$ cat src/rtl/mac_accum_sequencer.sv
// rtl/mac_accum_sequencer.sv - control FSM and datapath for a LEN-pair multiply-accumulate
//
// Purpose: accepts LEN unsigned 16x16 operand pairs over a valid/ready handshake.
// Each product is registered, then added into a 32-bit accumulator through the
// shared Kogge-Stone adder. The final sum is presented over a valid/ready output
// handshake.
//
// Ports:
//   clk, rst_n           clock (rising edge), asynchronous active-low reset
//   start                one-cycle pulse, honoured only in IDLE
//   in_valid/in_ready    operand pair handshake; in_ready is decoded from state
//   in_a, in_b           16-bit unsigned operands
//   out_valid/out_ready  result handshake
//   out_data             accumulated sum; reads zero outside DONE
//   out_ovf              sticky carry-out flag for the run; reads zero outside DONE
//   busy                 high whenever the FSM is not in IDLE
//
// Build option: define MAC_SATURATE_EN to clamp the accumulator at 0xFFFFFFFF
// on the first carry-out instead of wrapping. Handshake timing is identical in
// both builds.

module Kogge_stone_32bit (
  input  logic [31:0] a,
  input  logic [31:0] b,
  input  logic        cin,
  output logic [31:0] sum,
  output logic        cout
);
  // Parallel-prefix carry network. Five doubling levels cover 32 bits.
  // The carry-in is folded into bit 0's generate, so g[i] becomes the carry out of bit i.
  always_comb begin
    logic [31:0] g;
    logic [31:0] p;
    logic [31:0] p0;
    p0 = a ^ b;
    g  = (a & b) | {31'b0, p0[0] & cin};
    p  = p0;
    for (int lvl = 0; lvl < 5; lvl++) begin
      g = g | (p & (g << (1 << lvl)));
      p = p & (p << (1 << lvl));
    end
    sum  = p0 ^ {g[30:0], cin};
    cout = g[31];
  end
endmodule

module mac_accum_sequencer #(
  parameter int LEN   = 4,
  parameter int CNT_W = 8
) (
  input  logic        clk,
  input  logic        rst_n,
  input  logic        start,
  input  logic        in_valid,
  output logic        in_ready,
  input  logic [15:0] in_a,
  input  logic [15:0] in_b,
  output logic        out_valid,
  input  logic        out_ready,
  output logic [31:0] out_data,
  output logic        out_ovf,
  output logic        busy
);
  typedef enum logic [1:0] {S_IDLE, S_WAIT, S_ADD, S_DONE} state_t;

  localparam logic [CNT_W-1:0] LAST = CNT_W'(LEN - 1);

  state_t             state, state_nx;
  logic [31:0]        acc;
  logic [31:0]        prod_r;
  logic [CNT_W-1:0]   count;
  logic               ovf;
  logic [31:0]        add_sum;
  logic               add_cout;

  Kogge_stone_32bit u_adder (
    .a    (acc),
    .b    (prod_r),
    .cin  (1'b0),
    .sum  (add_sum),
    .cout (add_cout)
  );

  always_ff @(posedge clk or negedge rst_n) begin
    if (!rst_n) state <= S_IDLE;
    else        state <= state_nx;
  end

  always_comb begin
    state_nx = state;
    case (state)
      S_IDLE: if (start)     state_nx = S_WAIT;
      S_WAIT: if (in_valid)  state_nx = S_ADD;
      S_ADD:  state_nx = (count == LAST) ? S_DONE : S_WAIT;
      S_DONE: if (out_ready) state_nx = S_IDLE;
      default: state_nx = S_IDLE;
    endcase
  end

  always_ff @(posedge clk or negedge rst_n) begin
    if (!rst_n) begin
      acc    <= '0;
      prod_r <= '0;
      count  <= '0;
      ovf    <= 1'b0;
    end else begin
      case (state)
        S_IDLE: begin
          if (start) begin
            acc   <= '0;
            ovf   <= 1'b0;
            count <= '0;
          end
        end
        S_WAIT: begin
          if (in_valid) prod_r <= 32'(in_a) * 32'(in_b);
        end
        S_ADD: begin
`ifdef MAC_SATURATE_EN
          // Once clamped, the accumulator stays at all-ones for the rest of the run.
          if (add_cout || acc == 32'hFFFF_FFFF) acc <= 32'hFFFF_FFFF;
          else                                  acc <= add_sum;
`else
          acc <= add_sum;
`endif
          ovf <= ovf | add_cout;
          if (count != LAST) count <= count + 1'b1;
        end
        default: ;
      endcase
    end
  end

  // All handshake outputs are pure state decodes, so in_valid never reaches in_ready combinationally.
  assign in_ready  = (state == S_WAIT);
  assign out_valid = (state == S_DONE);
  assign busy      = (state != S_IDLE);
  assign out_data  = (state == S_DONE) ? acc : 32'h0;
  assign out_ovf   = (state == S_DONE) ? ovf : 1'b0;
endmodule
$ cat config.mk
export PLATFORM = sky130hd
export DESIGN_NAME = mac_accum_sequencer
export DESIGN_NICKNAME = d
export VERILOG_FILES = /design/src/rtl/mac_accum_sequencer.sv
export SDC_FILE = /design/constraint.sdc
export NUM_CORES = 1
export LEC_CHECK = 0
export ABC_CLOCK_PERIOD_IN_PS = 5900
export BUFFER_PORTS_ARGS = -buffer_cell sky130_fd_sc_hd__buf_2
export CAP_MARGIN = 20
export CORE_MARGIN = 10
export CORE_UTILIZATION = 36
export CTS_BUF_LIST = sky130_fd_sc_hd__clkbuf_4
export CTS_CLUSTER_SIZE = 20
export DETAILED_ROUTE_END_ITERATION = 12
export MAX_ROUTING_LAYER = met4
export PLACE_DENSITY = 0.48
export SKIP_LAST_GASP = 1
export SYNTH_ARGS = -nofsm -noshare
export SYNTH_HDL_FRONTEND = slang
export SYNTH_SLANG_ARGS = --single-unit
$ cat constraint.sdc
create_clock -name clk -period 5.9 [get_ports clk]
set_clock_uncertainty 0.15 [all_clocks]
set_input_delay 0.295 -clock clk [delete_from_list [all_inputs] [get_ports clk]]
set_output_delay 0.295 -clock clk [all_outputs]
set_load 0.02 [all_outputs]
==> flow_summary.json <==
{
  "setup_violations": 0,
  "path_cells": "buf_2 -> buf_4 -> and2_1 -> fa_1 -> inv_1 -> fa_1 -> fa_1 -> fa_1 -> inv_1 -> fa_1 -> inv_1 -> fa_1 -> inv_1 -> ha_1 -> and3_1 -> and2_1 -> nor3_1 -> a211oi_1 -> buf_4 -> o21bai_1 -> buf_4 -> a21o_1 -> a31oi_1",
  "start_util_pct": 36.4,
  "coreArea_um2": 37500,
  "cts_htree_levels": 3,
  "num_io_pins": 73,
  "syn_to_final_growth_pct": 11.3,
  "track_usage_pct": 16.4,
  "gp_congestion": 0.893,
  "crit_path_end_kind": "register",
  "rrSetupSlack_ps": 2750,
  "hold_slack_ps": 78.7,
  "route.detailed.drc": 0,
  "synth-edff-count": 0,
  "num_vias": 10855,
  "grt_pass1_wl_um": 60900,
  "ys_seq_elements": 75,
  "status": "complete, no violations",
  "drive_gt1_share_pct": 11.5,
  "cts_tree": "done",
  "row_count": 71,
  "cts.sinks": 75,
  "die_x_um": 215,
  "clock.fmax_mhz": 183,
  "postCtsSetupBuffers": 0,
  "layout_min_cycle_time_ps": 5470,
  "overflow": 0,
  "antenna_found_initial": 1,
  "max_slew_margin_pct": 31.8,
  "synth.top_cell.area_share_pct": 28.6,
  "viasPerCell": 4.93,
  "synthesis.area_um2": 13600,
  "grt_pass1_vias": 11253,
  "ant_nets": 0,
  "worstMarginPinSlew_ps": 1020,
  "clk_path_buf_depth": 2,
  "critPathBufInv": 8,
  "drt-initial-drc-count": 453,
  "critPathMaxFanout": 10,
  "ys_types": 72,
  "grt_max_degree": 76,
  "post-route-period-util_pct": 92.7,
  "min-delay-path-class": "in2reg",
  "drv_slew": 0,
  "synth.top_cells.by_area": "fa_1, dfrtp_1, ha_1, nand2_1, inv_1",
  "yosysWarningCount": 0,
  "syn_nets": 1959,
  "path_delay_family": "adder cells",
  "synthCells": 1590,
  "drv_cap": 0,
  "first_pass_iters": 4,
  "worstPathRequired_ps": 6050,
  "startpoint_type": "input port",
  "dieArea_um2": 46100,
  "root_buffer": "clkbuf_4",
  "wirelength_um": 36400,
  "finalHoldViolCount": 0,
  "io_buffers": 72,
  "nets": 2052,
  "arrival_ps": 5620,
  "fp.dieH_um": 215,
  "routedWlPerCell_um": 16.5,
  "ys.flop_type": "dfrtp_1",
  "dp_hpwl_um": 30400,
  "syn_area_per_cell_um2": 8.58,
  "clk_pin_slew_worst_paths_ps": 120,
  "worst_path_max_delay_cell": "fa_1",
  "crit_type": "in2reg",
  "ys_seq_area_share_pct": 13.8,
  "crit_path_frequent_cell": "fa_1",
  "cts_inserted_buffers": 9,
  "fillers": 3941,
  "clk_latency_ps": 460,
  "yosysTopAreaCell": "fa_1",
  "slowest_delay_ps": 540,
  "rsz0062_at_grt": "no",
  "async_flop_share_pct": 100
}
cell usage after synthesis (4+ instances only):
library cell  number
nor2b_1            8
inv_1            238
a21oi_1           59
clkbuf_1          68
a31oi_1            8
or2_2              5
ha_1             137
and2_1           130
xor2_1            24
o21bai_1          12
o31ai_1           11
and3_1            48
fa_1             195
nand2b_1           4
nand2_1          240
nor3_1            15
o21ai_0           62
buf_2              5
a211o_1            8
nor2_1            44
or3_1              5
a21o_1            33
dfrtp_1           75
nand4_1           15
xnor2_1           18
o21a_1             7
a211oi_1          16
o311ai_0           4
o2111ai_1          4
nand3_1           23
o211ai_1           6
a22o_1             7
layout make-up:
cell class	count	area [um^2]	area share, %
diodes	1	2.50	0.0165
flip-flops and latches	75	1880	12.4
multi-input cells	1199	10600	69.6
repair buffers	159	1060	6.97
inverters	239	897	5.91
well taps	511	639	4.21
clock buffers	9	67.6	0.445
clock inverters	7	77.6	0.511
flip-flops by register name (all words and copies together), names as in the netlist:
register and flops:
count 8, state 2, prod_r 32, ovf 1
acc 32
layer usage:
| metal | up-vias | track usage, % | wire length [um] |
|---|---|---|---|
| li1 | 5364 | - | - |
| met1 | 5298 | 23.4 | 18500 |
| met2 | 171 | 25.5 | 16500 |
| met3 | 22 | 1.17 | 1030 |
| met4 | 0 | 2.65 | 296 |
| met5 | - | - | 0 |
stage by stage:
step / setup TNS, ps / util (%) / instance area (um^2) / setup slack, ps / cells
detailed placement: -257 / 40.0 / 15000 / -88.1 / 2181
floorplan: 0 / - / 13600 / 90.3 / 1590
CTS: 0 / 40.5 / 15200 / 431 / 2199
global placement: -6.13 / 40.0 / 15000 / -6.13 / 2181
finish: 0 / 40.5 / 15200 / 432 / 2200
global route: 0 / 40.5 / 15200 / 154 / 2200
final timing paths:
check,startpoint,to,cells past startpoint
min in group asynchronous,rst_n,state[1],2
worst max register to register,acc[0],acc[28],9
worst min-delay path,start,count[4],4
worst min register to register,prod_r[25],prod_r[25],2
max in group asynchronous,rst_n,prod_r[29],2
worst max-delay path,in_b[4],prod_r[26],23
timing repair:
action / in CTS / in global routing
endpoints found under the setup margin: 0 / 0
endpoints found under the hold margin: 76 / 0
hold buffers: 2 / 0
gates resized for setup: 0 / 0
worst reg2reg max path, cell delays in order, from the launching register on:
cell	delay, ps
dfrtp_1	450
ha_1	250
fa_1	430
a211oi_1	210
o21ai_1	140
a31oi_1	390
a211oi_1	200
o31ai_1	520
xor2_1	180
o21ai_0	80
cell families (layout without fill, tap and decap cells):
| kind of cell | after synthesis | after routing | synth area share (%) |
|---|---|---|---|
| AO/OA/AOI/OAI | 270 | 270 | 13.2 |
| multiplexers | 4 | 4 | 0.303 |
| AND/OR/NAND/NOR | 551 | 551 | 19.9 |
| adder cells (fa/ha/maj) | 332 | 332 | 41.2 |
| XOR/XNOR | 42 | 42 | 2.70 |
| flip-flops | 75 | 75 | 13.8 |
| other | 0 | 1 | 0 |
| buffers and inverters | 316 | 414 | 8.87 |
placed cells by master, fill, tap and decap left out, drive strengths merged, types with 4 or more instances in the layout:
cell type / n
a211o: 8
a211oi: 16
a21boi: 4
a21o: 34
a21oi: 60
a22o: 7
a31oi: 8
and2: 130
and3: 48
buf: 157
clkbuf: 9
clkinv: 4
dfrtp: 75
fa: 195
ha: 137
inv: 240
nand2: 241
nand2b: 4
nand3: 23
nand4: 15
nor2: 44
nor2b: 8
nor3: 15
o2111ai: 4
o211ai: 6
o21a: 7
o21ai: 65
o21bai: 12
o311ai: 4
o31ai: 12
or2: 5
or3: 6
xnor2: 18
xor2: 24
Power is left out: the tool's default activity adds up to more than one toggle a clock period on the data nets, which glitch-free logic cannot reach.
